==> config.mk <==
export PLATFORM = sky130hd
export DESIGN_NAME = keypad_entry_ctrl_flat
export DESIGN_NICKNAME = d
export VERILOG_FILES = /design/src/rtl/keypad_pkg.sv /design/src/rtl/keypad_entry_ctrl_if.sv /design/src/rtl/keypad_debounce.sv /design/src/rtl/keypad_entry_ctrl.sv /design/src/flat_wrapper.sv
export SDC_FILE = /design/constraint.sdc
export NUM_CORES = 1
export LEC_CHECK = 0
export ABC_AREA = 1
export BUFFER_PORTS_ARGS = -buffer_cell sky130_fd_sc_hd__buf_4
export CAP_MARGIN = 15
export CORE_ASPECT_RATIO = 1.25
export CORE_MARGIN = 2
export CORE_UTILIZATION = 54
export DETAILED_ROUTE_END_ITERATION = 16
export PLACE_DENSITY = 0.75
export SYNTH_ARGS = -nofsm -noshare
export SYNTH_HDL_FRONTEND = slang
export SYNTH_SLANG_ARGS = --single-unit
==> constraint.sdc <==
create_clock -name CLK -period 1.8 [get_ports CLK]
set_clock_uncertainty 0.1 [all_clocks]
set_input_delay 0.36 -clock CLK [delete_from_list [all_inputs] [get_ports CLK]]
set_output_delay 0.36 -clock CLK [all_outputs]
set_load 0.02 [all_outputs]
==> src/rtl/keypad_pkg.sv <==
// keypad_pkg: shared definitions for the keypad entry controller.
//  - key codes for the command keys
//  - scan and entry state encodings
//  - register file write interface widths
//  - key_map(): (row, col) position to key code
package keypad_pkg;

    localparam int DIGIT_W   = 4;
    localparam int OPERAND_W = 16;

    localparam logic [3:0] KEY_ENTER = 4'hA;
    localparam logic [3:0] KEY_CLEAR = 4'hC;

    typedef enum logic [1:0] {
        SC_SCAN,
        SC_DEBOUNCE,
        SC_PRESSED,
        SC_RELEASE
    } scan_state_t;

    typedef enum logic [2:0] {
        EN_IDLE,
        EN_SH_T,
        EN_SH_O,
        EN_COMMIT,
        EN_CLR_T,
        EN_CLR_O
    } entry_state_t;

    // Layout  r0: 1 2 3 A | r1: 4 5 6 B | r2: 7 8 9 C | r3: E 0 F D
    function automatic logic [3:0] key_map(input logic [1:0] r, input logic [1:0] c);
        logic [3:0] code;
        code = 4'h0;
        case ({r, c})
            4'h0: code = 4'h1;
            4'h1: code = 4'h2;
            4'h2: code = 4'h3;
            4'h3: code = 4'hA;
            4'h4: code = 4'h4;
            4'h5: code = 4'h5;
            4'h6: code = 4'h6;
            4'h7: code = 4'hB;
            4'h8: code = 4'h7;
            4'h9: code = 4'h8;
            4'hA: code = 4'h9;
            4'hB: code = 4'hC;
            4'hC: code = 4'hE;
            4'hD: code = 4'h0;
            4'hE: code = 4'hF;
            default: code = 4'hD;
        endcase
        return code;
    endfunction

endpackage

==> src/rtl/keypad_entry_ctrl_if.sv <==
// keypad_entry_ctrl_if: keypad matrix and register file write signals.
//  row       keypad rows, active-low (driven by the keypad)
//  col       keypad column drive, active-low
//  Din       digit value to the register file
//  level     0 = ones slot, 1 = tens slot
//  WE        one-cycle commit strobe
//  W1        operand select for the commit
//  key_valid one-cycle pulse per debounced press
//  key_code  code of the last debounced key
// master = controller side, slave = keypad / register file side.
interface keypad_entry_ctrl_if;
    logic [3:0]                   row;
    logic [3:0]                   col;
    logic [keypad_pkg::DIGIT_W-1:0] Din;
    logic                         level;
    logic                         WE;
    logic                         W1;
    logic                         key_valid;
    logic [3:0]                   key_code;

    modport master (input row, output col, Din, level, WE, W1, key_valid, key_code);
    modport slave  (output row, input col, Din, level, WE, W1, key_valid, key_code);
endinterface

==> src/rtl/keypad_debounce.sv <==
// keypad_debounce: stable-count filter shared by the press and release phases.
//  CLK, RST      clock, asynchronous active-high reset
//  clr           clear the run counter
//  pattern       sampled row pattern
//  ref_pat       pattern that must be held
//  stable        pattern has matched ref_pat for DEBOUNCE_CNT consecutive cycles
//  changed       pattern differs from ref_pat this cycle (also clears the count)
module keypad_debounce #(
    parameter int DEBOUNCE_CNT = 20000
) (
    input  logic       CLK,
    input  logic       RST,
    input  logic       clr,
    input  logic [3:0] pattern,
    input  logic [3:0] ref_pat,
    output logic       stable,
    output logic       changed
);
    localparam int CW = $clog2(DEBOUNCE_CNT);

    logic [CW-1:0] cnt;

    assign changed = (pattern != ref_pat);
    // The current matching cycle is the last one needed when cnt reaches CNT-1.
    assign stable  = !changed && (cnt == CW'(DEBOUNCE_CNT - 1));

    always_ff @(posedge CLK or posedge RST) begin
        if (RST)
            cnt <= '0;
        else if (clr || changed)
            cnt <= '0;
        else if (!stable)
            cnt <= cnt + 1'b1;
    end
endmodule

==> src/rtl/keypad_entry_ctrl.sv <==
// keypad_entry_ctrl: scans and debounces a 4x4 keypad and turns digit, ENTER
// and CLEAR keys into register file writes (2-digit calculator-style shift).
//  CLK   system clock, RST asynchronous active-high reset
//  bus   keypad_entry_ctrl_if.master: row in; col, Din, level, WE, W1,
//        key_valid, key_code out
// Build option: KEYPAD_AUTO_COMMIT_EN commits automatically after the second
// digit since the last commit/clear.
module keypad_entry_ctrl
    import keypad_pkg::*;
#(
    parameter int SCAN_DIV     = 1000,
    parameter int DEBOUNCE_CNT = 20000
) (
    input  logic CLK,
    input  logic RST,
    keypad_entry_ctrl_if.master bus
);
    localparam int DW = $clog2(SCAN_DIV);

    logic [3:0]    row_m, row_s;
    scan_state_t   sc_q, sc_d;
    logic [DW-1:0] div_q;
    logic [3:0]    col_q, pat_q, kcode_q, ref_pat, low;
    logic [1:0]    r_idx, c_idx;
    logic          db_clr, db_stable, db_changed, multi_low, key_valid;

    always_ff @(posedge CLK or posedge RST) begin
        if (RST) begin
            row_m <= '1;
            row_s <= '1;
        end else begin
            row_m <= bus.row;
            row_s <= row_m;
        end
    end

    assign low       = ~row_s;
    assign multi_low = |(low & (low - 4'd1));

    always_comb begin
        r_idx = '0;
        c_idx = '0;
        for (int unsigned i = 0; i < 4; i++) begin
            if (!pat_q[i]) r_idx = 2'(i);
            if (!col_q[i]) c_idx = 2'(i);
        end
    end

    keypad_debounce #(.DEBOUNCE_CNT(DEBOUNCE_CNT)) u_db (
        .CLK     (CLK),
        .RST     (RST),
        .clr     (db_clr),
        .pattern (row_s),
        .ref_pat (ref_pat),
        .stable  (db_stable),
        .changed (db_changed)
    );

    always_comb begin
        sc_d    = sc_q;
        db_clr  = 1'b0;
        ref_pat = pat_q;
        case (sc_q)
            SC_SCAN: begin
                db_clr = 1'b1;
                if (row_s != 4'hF) sc_d = SC_DEBOUNCE;
            end
            SC_DEBOUNCE: begin
                if (db_changed || multi_low) sc_d = SC_SCAN;
                else if (db_stable)          sc_d = SC_PRESSED;
            end
            SC_PRESSED: begin
                db_clr = 1'b1;
                sc_d   = SC_RELEASE;
            end
            SC_RELEASE: begin
                ref_pat = 4'hF;
                if (db_stable) sc_d = SC_SCAN;
            end
            default: sc_d = SC_SCAN;
        endcase
    end

    always_ff @(posedge CLK or posedge RST) begin
        if (RST) begin
            sc_q    <= SC_SCAN;
            col_q   <= 4'b1110;
            div_q   <= '0;
            pat_q   <= '1;
            kcode_q <= '0;
        end else begin
            sc_q <= sc_d;
            if (sc_q == SC_SCAN) begin
                if (row_s != 4'hF) begin
                    pat_q <= row_s;
                    div_q <= '0;
                end else if (div_q == DW'(SCAN_DIV - 1)) begin
                    div_q <= '0;
                    col_q <= {col_q[2:0], col_q[3]};
                end else begin
                    div_q <= div_q + 1'b1;
                end
            end
            if (sc_q == SC_DEBOUNCE && sc_d == SC_PRESSED)
                kcode_q <= key_map(r_idx, c_idx);
        end
    end

    assign key_valid = (sc_q == SC_PRESSED);

    entry_state_t en_q, en_d;
    logic [3:0]   din_q, din_d, ones_q, ones_d;
    logic         level_q, level_d, we_q, we_d, w1_q, w1_d;
`ifdef KEYPAD_AUTO_COMMIT_EN
    logic [1:0]   dcnt_q, dcnt_d;
`endif

    always_comb begin
        en_d    = en_q;
        din_d   = din_q;
        level_d = level_q;
        we_d    = 1'b0;
        w1_d    = w1_q;
        ones_d  = ones_q;
`ifdef KEYPAD_AUTO_COMMIT_EN
        dcnt_d  = dcnt_q;
`endif
        case (en_q)
            EN_IDLE: begin
                if (key_valid) begin
                    if (kcode_q <= 4'd9)           en_d = EN_SH_T;
                    else if (kcode_q == KEY_ENTER) en_d = EN_COMMIT;
                    else if (kcode_q == KEY_CLEAR) en_d = EN_CLR_T;
                end
            end
            EN_SH_T: en_d = EN_SH_O;
`ifdef KEYPAD_AUTO_COMMIT_EN
            EN_SH_O: en_d = (dcnt_q == 2'd2) ? EN_COMMIT : EN_IDLE;
`else
            EN_SH_O: en_d = EN_IDLE;
`endif
            EN_COMMIT: begin
                en_d   = EN_IDLE;
                w1_d   = ~w1_q;
                ones_d = '0;
            end
            EN_CLR_T: en_d = EN_CLR_O;
            EN_CLR_O: en_d = EN_IDLE;
            default:  en_d = EN_IDLE;
        endcase
        // Outputs are registered, so they are loaded with the values of the
        // state being entered and line up exactly with that state's cycle.
        case (en_d)
            EN_SH_T: begin
                level_d = 1'b1;
                din_d   = ones_q;
            end
            EN_SH_O: begin
                level_d = 1'b0;
                din_d   = kcode_q;
                ones_d  = kcode_q;
`ifdef KEYPAD_AUTO_COMMIT_EN
                dcnt_d  = dcnt_q + 2'd1;
`endif
            end
            EN_COMMIT: begin
                we_d = 1'b1;
`ifdef KEYPAD_AUTO_COMMIT_EN
                dcnt_d = '0;
`endif
            end
            EN_CLR_T: begin
                level_d = 1'b1;
                din_d   = '0;
`ifdef KEYPAD_AUTO_COMMIT_EN
                dcnt_d  = '0;
`endif
            end
            EN_CLR_O: begin
                level_d = 1'b0;
                din_d   = '0;
                ones_d  = '0;
            end
            default: ;
        endcase
    end

    always_ff @(posedge CLK or posedge RST) begin
        if (RST) begin
            en_q    <= EN_IDLE;
            din_q   <= '0;
            level_q <= 1'b0;
            we_q    <= 1'b0;
            w1_q    <= 1'b0;
            ones_q  <= '0;
`ifdef KEYPAD_AUTO_COMMIT_EN
            dcnt_q  <= '0;
`endif
        end else begin
            en_q    <= en_d;
            din_q   <= din_d;
            level_q <= level_d;
            we_q    <= we_d;
            w1_q    <= w1_d;
            ones_q  <= ones_d;
`ifdef KEYPAD_AUTO_COMMIT_EN
            dcnt_q  <= dcnt_d;
`endif
        end
    end

    assign bus.col       = col_q;
    assign bus.Din       = din_q;
    assign bus.level     = level_q;
    assign bus.WE        = we_q;
    assign bus.W1        = w1_q;
    assign bus.key_valid = key_valid;
    assign bus.key_code  = kcode_q;
endmodule

==> src/flat_wrapper.sv <==
// flat-port wrapper written by rule: the top's interface ports become plain ports
module keypad_entry_ctrl_flat import keypad_pkg::*;
#(
    parameter int SCAN_DIV     = 1000,
    parameter int DEBOUNCE_CNT = 20000
)
  (CLK, RST, bus_row, bus_col, bus_Din, bus_level, bus_WE, bus_W1, bus_key_valid, bus_key_code);
  keypad_entry_ctrl_if bus_i ();
  input  logic CLK;
  input  logic RST;
  input wire logic [$bits(bus_i.row)-1:0] bus_row;
  output wire logic [$bits(bus_i.col)-1:0] bus_col;
  output wire logic [$bits(bus_i.Din)-1:0] bus_Din;
  output wire logic [$bits(bus_i.level)-1:0] bus_level;
  output wire logic [$bits(bus_i.WE)-1:0] bus_WE;
  output wire logic [$bits(bus_i.W1)-1:0] bus_W1;
  output wire logic [$bits(bus_i.key_valid)-1:0] bus_key_valid;
  output wire logic [$bits(bus_i.key_code)-1:0] bus_key_code;
  assign bus_i.row = bus_row;
  assign bus_col = bus_i.col;
  assign bus_Din = bus_i.Din;
  assign bus_level = bus_i.level;
  assign bus_WE = bus_i.WE;
  assign bus_W1 = bus_i.W1;
  assign bus_key_valid = bus_i.key_valid;
  assign bus_key_code = bus_i.key_code;
  keypad_entry_ctrl #(.SCAN_DIV(SCAN_DIV), .DEBOUNCE_CNT(DEBOUNCE_CNT)) u_core (.CLK(CLK), .RST(RST), .bus(bus_i));
endmodule
; Yosys cells after proc, flatten, opt, wreduce, memory -nomap -nowiden
; Memory sizes are Yosys's and may differ from the RTL's. A register that Yosys moved wholly into a read port is not among the register bits.
; Cells that the tools add are included.
[op_classes]
n_eq_ne = 19
muxes = 27
reduce_logical = 17
bitwise_logic = 4
addsub = 3
n_lt_le_gt_ge = 1
[ops]
columns = op, count
row1 = $mux W15, 2
row2 = $mux W10, 2
row3 = $mux W2, 8
row4 = $add A15 B1 Y15 const B, 1
row5 = $eq A15 B15 Y1 const B, 1
row6 = $mux W3, 4
row7 = $pmux W4 S3, 1
row8 = $add A10 B1 Y10 const B, 1
row9 = $eq A10 B10 Y1 const B, 1
row10 = $eq A3 B2 Y1 const B, 3
row11 = $eq A3 B3 Y1 const B, 3
row12 = $pmux W3 S3, 1
row13 = $eq A4 B4 Y1 const B, 2
row14 = $mux W4, 2
row15 = $pmux W2 S4, 1
row16 = $pmux W4 S2, 1
row17 = $reduce_or A2 Y1, 4
row18 = $eq A2 B2 Y1 const B, 3
row19 = $eq A3 B1 Y1 const B, 2
row20 = $reduce_bool A3 Y1, 2
row21 = $and A4 B4 Y4, 1
row22 = $le A4 B4 Y1 const B, 1
row23 = $mux W1, 4
row24 = $ne A4 B4 Y1, 1
row25 = 16 further kinds, 19
[word_totals]
memories = 1
regBits = 57
in_bits = 6
rom_bits = 64
[mem_list]
columns = name, words, width, read_ports, rd_ports_with_merged_regs, wr, line_no
row1 = (name not given), 16, 4, 1, 1, 0, keypad_pkg.sv:34  ; case ({r, c})

; Depth between registers and ports, before layout
; Gate-level depths: netlist (run 1).
[logic_depth]
ltp_word = 10
mapped_depth = 12

; Modules after synthesis
; A second synthesis (run 1) with hierarchy kept.
[hier_totals]
cells_unflattened = 435
hier_area_um2 = 3402.0
[modules_own_cells]
columns = module, instances, cells_per_inst, area_per_inst_um2
row1 = keypad_entry_ctrl, 1, 270, 2332.2
row2 = keypad_debounce, 1, 165, 1069.8

; Worst setup path before layout (run 1)
; Ideal clock, no wire load.
[synth_timing]
path_type = register -> register
startpoint = register u_core.col_q[2], in the netlist u_core.bus.col[2]
endpoint = register u_core.kcode_q[1], in the netlist u_core.bus.key_code[1]
path_buffers = 0
setup_slack_ns = -0.203
t_arrival_ns = 1.790
stages_incl_launch_ff = 10
required_ns = 1.587
synth_period_minus_slack_ns = 2.003
path_cell_list = dfstp_2 > inv_1 > o21ai_0 > inv_1 > ha_1 > o211ai_1 > nand2_1 > nand3b_1 > nand2_1 > inv_1
[synth_between]
elab_chain_len = 2
[synth_rtl]
columns = item, line_no
row1 = start: declaration, keypad_entry_ctrl.sv:23  ; logic [3:0] col_q, pat_q, kcode_q, ref_pat, low;
row2 = start signal: assignment, keypad_entry_ctrl.sv:99  ; col_q <= {col_q[2:0], col_q[3]};
row3 = $mux W2 (2 in a row), keypad_entry_ctrl.sv:45  ; if (!col_q[i]) c_idx = 2'(i);
row4 = end: declaration, keypad_entry_ctrl.sv:23
; No other way between the ends.
; A chain may end at the register's enable or synchronous reset.

; Worst setup path after layout (run 1)
; Ends and elaborated chain as after synthesis.

==> results of run 1 <==
==> metal layers <==
layer  global-route usage [%]  routed length, um  vias to the layer above  part of all wire [%]
met4                     11.3                122                        0                   2.0
met5                        0                  0                        -                     0
met2                     35.7               3090                       71                    50
li1                         -                  -                     1359                     -
met1                     24.3               2760                     1263                    44
met3                     3.83                260                        9                   4.2
==> cells by family after synthesis <==
family / count (synthesis)
buffers and inverters: 66
XOR/XNOR: 2
AO/OA/AOI/OAI: 62
flip-flops: 61
AND/OR/NAND/NOR: 198
multiplexers: 1
adder cells (fa/ha/maj): 7
==> path summary, 6_finish.rpt <==
check,slack (ns),endpoint,cells past startpoint
worst max-delay path,0.004,u_core.bus.key_code[1],12
worst min-delay path,0.0008,u_core.bus.col[0],3
worst max register to register,0.004,u_core.bus.key_code[1],12
worst min register to register,0.26,u_core.row_s[1],0
max in group asynchronous,1.28,u_core.pat_q[0],3
min in group CLK,0.04,u_core.row_m[1],1
==> cell type report <==
cell class / instances / area share (%)
tap: 66 / 2.19
timing repair buffer: 37 / 7.71
clock inverter: 4 / 0.664
multi-input combinational: 270 / 37.8
clock buffer: 12 / 3.85
sequential: 61 / 41.1
inverter: 64 / 6.68
==> through the flow <==
step	power (mW)	setup TNS, ns
6_report	3.29	0
5_1_grt	3.50	-0.280
4_1_cts	3.25	0
3_5_place_dp	2.19	0
3_3_place_gp	2.17	0
2_1_floorplan	2.06	0
==> flip-flops by register name (all words and copies together), names as in the netlist, 2 cells and up <==
signal               cells
u_core.bus.Din           4
u_core.en_q              3
u_core.div_q            10
u_core.bus.key_code      4
u_core.row_s             4
u_core.bus.col           4
u_core.u_db.cnt         15
u_core.row_m             4
u_core.pat_q             4
u_core.sc_q              2
u_core.ones_q            4
==> timing repair <==
item	4_1_cts	5_1_grt
setup endpoints to repair	0	14
resized for setup	0	25
buffers inserted	0	7
==> cells in the final DEF, fill, tap and decap left out, types with 7 or more instances in the layout <==
cell type / instances
nor2_1: 44
nand2_1: 92
clkbuf_8: 10
dfrtp_1: 44
nand3_1: 26
a21oi_1: 15
nor3_1: 7
dfstp_2: 15
inv_1: 59
buf_4: 36
o21ai_0: 21
nor2_2: 7
==> worst min-delay path: stages <==
cell and delay, ns:
buf_4 0.12, clkinvlp_4 0.07, buf_12 0.28
==> power groups by stage <==
stage | logic (mW) | clock network (mW) | registers, mW
finish | 0.672 | 1.05 | 1.57
CTS | 0.609 | 1.08 | 1.56
global route | 0.778 | 1.14 | 1.58
detailed placement | 0.606 | 0 | 1.59
global placement | 0.585 | 0 | 1.58
floorplan | 0.492 | 0 | 1.57
==> out/metrics.yaml, run 1 <==
clock.fmax_ghz: 0.557
synth_fp_nets: 410
crit_top_cell: "nand2_1"
ir_drop_v: 0.000621
synth.most_common_cell: "nand2_1"
grt_pass1_vias: 2493
p_switching_mw: 1.02
core_sq_um: 5740
synth_edf_count: 0
cts_hold_buf: 0
fin_crit_ns: 1.80
p_seq_share_pct: 47.8
synth_top_area_share_pct: 36.5
clock-sinks: 61
synthMuxAreaShare_pct: 0.357
area_growth_pct: 19.3
drtIter0Drc: 116
regToRegStartpoint: "u_core.bus.col[2]"
clkPwrFrac_pct: 31.8
layout_setup_ws_ns: 0.00390
via_per_inst: 5.26
antenna_cells: 0
drt_first_pass_iters: 5
period_share_pct: 99.8
design_area_sq_um: 3770
path_cells: "inv_2 -> o21ai_4 -> inv_2 -> ha_4 -> inv_1 -> nand2_1 -> o21ai_1 -> nand2_1 -> nand2_1 -> nand3b_1 -> nand2_1 -> inv_1"
switching_share_pct: 31.1
status: "finished clean"
io_buffer_count: 21
dp_cells: 491
cts_buffer_depth: 2
grt_max_degree: 62
numCtsBuffers: 9
synth_top_family_by_area: "simple AND/OR/NAND/NOR gates"
dp_hpwl_mm: 4.37
synth_fa_ha_area_share_pct: 2.77
ys.flop_type: "dfrtp_1"
drive_gt1_share_pct: 24.3
hold_path.class: "in2async"
slew_violations: 0
ys_seq_elements: 61
pre_cts_slack_ns: 0.0136
syn_avg_cell_area_sq_um: 7.95
die_area_sq_um: 6480
cp_top_family: "flip-flops"
cp.arrival_ns: 1.97
ys_async_sr_fraction_pct: 100
fillCellCount: 483
synth_commonest_cells: "nand2_1, inv_1, nor2_1, dfrtp_1, nand3_1"
leakagePower_nw: 1.83
hold_viol: 0
cell_internal_pwr_mw: 2.27
cp-end-kind: "flop"
synth.largest_area_cell: "dfrtp_1"
tightest_slew_ns: 0.523
clk_latency_ns: 0.33
seq_area_frac_synth_pct: 48.9
drv_cap: 0
multi_input_area_sq_um: 1420
relSlewSlack_pct: 65.0
crit_type: "reg2reg"
cts_tree: "yes"
antenna_found_initial: 0
grt_overflow_total: 0
power_frac_comb_pct: 20.4
worst_hold_slack_ns: 0.000764
grt_use_total_pct: 20.7
htree_levels: 3
synth_area_sq_um: 3160
ys_types: 33
wire_per_inst_um: 12.1
placed_cell_area_sq_um: 3470
nNetsFinal: 456
syn_inst: 397
routed-via-count: 2702
synth_warnings: 0
floorplan.die.width_um: 72.4
io_pins: 22
synth_simple_gate_area_share_pct: 27.4
die_y_um: 89.5
worstPathRequired_ns: 1.97
routed_wl_mm: 6.23
cp_num_buf_inv: 4
setup_violations: 0
stdcell_count: 514
critPathMaxFanout: 5
drcViolationCount: 0
clkTransAtPathRegs_ns: 0.07
start_util_pct: 55.0
synth_compound_area_share_pct: 11.9
powerDensity_nw_per_um2: 874
regArea_sq_um: 1550
clockRootBuffer: "clkbuf_8"
grt_pass1_wl_mm: 10.4
rsz0062_at_grt: "yes"
yosys-top-cells-area: "dfrtp_1, dfstp_2, nand2_1"
row_count: 31
cp-startpoint: "u_core.bus.col[2]"
crit_slowest_cell: "dfstp_2"
critPathMaxStageDelay_ns: 0.54
cp-start-kind: "flop"
detail-route-antenna-nets: 0
utilization_pct: 65.6
synth_xor_area_share_pct: 0.555
gp_congestion: 0.905
Power figures use the tool's default switching activity.
==> inputs of run 2 (changes only) <==
RECOVER_POWER = 100   (was not set)
==> run 2 against run 1 <==
The run now ends with negative setup slack left. Critical path depth stayed put. Total power hardly changed. Final cell count stayed put. Hold slack better by 0.042 ns. Non-clock buffer count stayed put. Count of clock-buffer cells in the layout stayed put. Sequential share of layout area is 0.19 points higher. Largest cell class unchanged.
==> out/metrics.yaml, run 2 (synthesis results as in run 1) <==
placed_cell_area_sq_um: 3470  # unchanged
grt_use_total_pct: 20.7  # unchanged
drive_gt1_share_pct: 24.3  # unchanged
detail-route-antenna-nets: 0  # unchanged
clockRootBuffer: "clkbuf_8"  # unchanged
worstPathRequired_ns: 1.97  # about the same
stdcell_count: 514  # unchanged
status: "finished, violations left"  # was finished clean
ir_drop_v: 0.000620  # was 0.000621 V
drv_cap: 0  # unchanged
hold_path.class: "in2reg"  # was in2async
layout_setup_ws_ns: -0.00121  # was 0.00390 ns
via_per_inst: 5.24  # was 5.26
grt_pass1_vias: 2493  # unchanged
reg2reg_slack_ns: -0.001  # was 0.004 ns
period_share_pct: 100  # was 99.8%
path_cells: "inv_2 -> o21ai_4 -> inv_2 -> ha_4 -> inv_1 -> nand2_1 -> o21ai_1 -> nand2_1 -> nand2_1 -> nand3b_1 -> nand2_1 -> inv_1"  # unchanged
p_total_mw: 3.29  # about the same
worst_hold_slack_ns: 0.0430  # was 0.000764 ns
dp_hpwl_mm: 4.37  # unchanged
tightest_slew_ns: 1.31  # was 0.523 ns
floorplan.die.width_um: 72.4  # unchanged
die_y_um: 89.5  # unchanged
row_count: 31  # unchanged
grt_pass1_wl_mm: 10.4  # unchanged
clk_latency_ns: 0.33  # about the same
critPathMaxFanout: 5  # unchanged
antenna_cells: 0  # unchanged
antenna_found_initial: 0  # unchanged
regToRegStartpoint: "u_core.bus.col[2]"  # unchanged
htree_levels: 3  # unchanged
reg2reg_to: "u_core.bus.key_code[1]"  # unchanged
start_util_pct: 55.0  # unchanged
cp-endpoint: "u_core.bus.key_code[1]"  # unchanged
hold_viol: 0  # unchanged
io_buffer_count: 21  # unchanged
drt_first_pass_iters: 5  # unchanged
clock.fmax_ghz: 0.555  # was 0.557 GHz
grt_max_degree: 62  # unchanged
leakagePower_nw: 1.82  # was 1.83 nW
routed_wl_mm: 6.21  # was 6.23 mm
routed-via-count: 2692  # was 2702
dp_cells: 491  # unchanged
die_area_sq_um: 6480  # unchanged
crit_type: "reg2reg"  # unchanged
cp.arrival_ns: 1.97  # about the same
clkTransAtPathRegs_ns: 0.06  # was 0.07 ns
clock-sinks: 61  # unchanged
critPathMaxStageDelay_ns: 0.54  # about the same
cp-end-kind: "flop"  # unchanged
finalSetupTns_ns: -0.00138  # was 0 ns
drtIter0Drc: 129  # was 116
design_area_sq_um: 3750  # was 3770 sq um
largest_register_ffs: 15  # unchanged
top_register: "u_core.u_db.cnt"  # unchanged
slew_violations: 0  # unchanged
largest_registers: "u_core.u_db.cnt (15), u_core.div_q (10)"  # unchanged
r2r_cells: 12  # unchanged
mostFrequentLayoutCells: "nand2_1, inv_1, nor2_1, dfrtp_1, buf_4"  # unchanged
wire_per_inst_um: 12.1  # about the same
grt_overflow_total: 0  # unchanged
drcViolationCount: 0  # unchanged
gp_congestion: 0.905  # unchanged
pre_cts_slack_ns: 0.0136  # unchanged
cts_buffer_depth: 2  # unchanged
rsz0062_at_grt: "yes"  # unchanged
crit_slowest_cell: "dfstp_2"  # unchanged
io_pins: 22  # unchanged
numCtsBuffers: 9  # unchanged
failed_checks: "negative setup slack"
powerDensity_nw_per_um2: 877  # was 874 nW/um^2
utilization_pct: 65.3  # was 65.6%
cp-start-kind: "flop"  # unchanged
layout_commonest_cell: "nand2_1"  # unchanged
nNetsFinal: 456  # unchanged
area_growth_pct: 18.7  # was 19.3%
setup_violations: 2  # was 0
fin_crit_ns: 1.80  # about the same
cts_tree: "yes"  # unchanged
core_sq_um: 5740  # unchanged
crit_top_cell: "nand2_1"  # unchanged
relSlewSlack_pct: 12.8  # was 65.0%
cp-startpoint: "u_core.bus.col[2]"  # unchanged
-- run 2: per-layer routing --
| layer | GRT usage [%] | part of all wire (%) | up-vias |
|---|---|---|---|
| met5 | 0 | 0 | - |
| met4 | 11.3 | 2.2 | 0 |
| met3 | 3.83 | 3.1 | 13 |
| met2 | 35.7 | 50 | 55 |
| met1 | 24.3 | 45 | 1264 |
| li1 | - | - | 1360 |
-- run 2: worst max-delay path: cells and delay by family, from the launching register on --
family                   cells  cell delay (ns)
flip-flops                   1             0.54
AND/OR/NAND/NOR              5             0.36
AO/OA/AOI/OAI                2             0.36
buffers and inverters        4             0.23
adder cells (fa/ha/maj)      1             0.16
-- run 2: repair_timing --
item | 4_1_cts | 5_1_grt
buffers inserted | 0 | 7
resized for setup | 0 | 25
hold buffers | 0 | 0
endpoints found under the setup margin | 0 | 14
-- run 2: worst min path at each step --
stage          cells after the start  slack [ns]              end       startpoint
6_report                           1        0.04  u_core.row_m[1]       bus_row[1]
5_1_grt                            1        0.02  u_core.row_m[3]       bus_row[3]
3_5_place_dp                       0        0.25  u_core.row_s[3]  u_core.row_m[3]
3_3_place_gp                       0        0.25  u_core.row_s[1]  u_core.row_m[1]
4_1_cts                            3        0.01    u_core.bus.WE              RST
2_1_floorplan                      0        0.25  u_core.row_s[0]  u_core.row_m[0]
-- run 2: cell type report --
type | instances | area [sq um]
fillers | 485 | 1990
flip-flops and latches | 61 | 1550
multi-input cells | 270 | 1420
repair buffers | 37 | 275
inverters | 64 | 249
clock buffers | 12 | 145
well taps | 66 | 82.6
clock inverters | 4 | 25.0
-- run 2: report_power, final --
group	internal [mW]	switching, mW	total, mW
registers	1.49	0.0802	1.57
clock network	0.533	0.513	1.05
logic	0.238	0.432	0.670
total	2.26	1.03	3.29
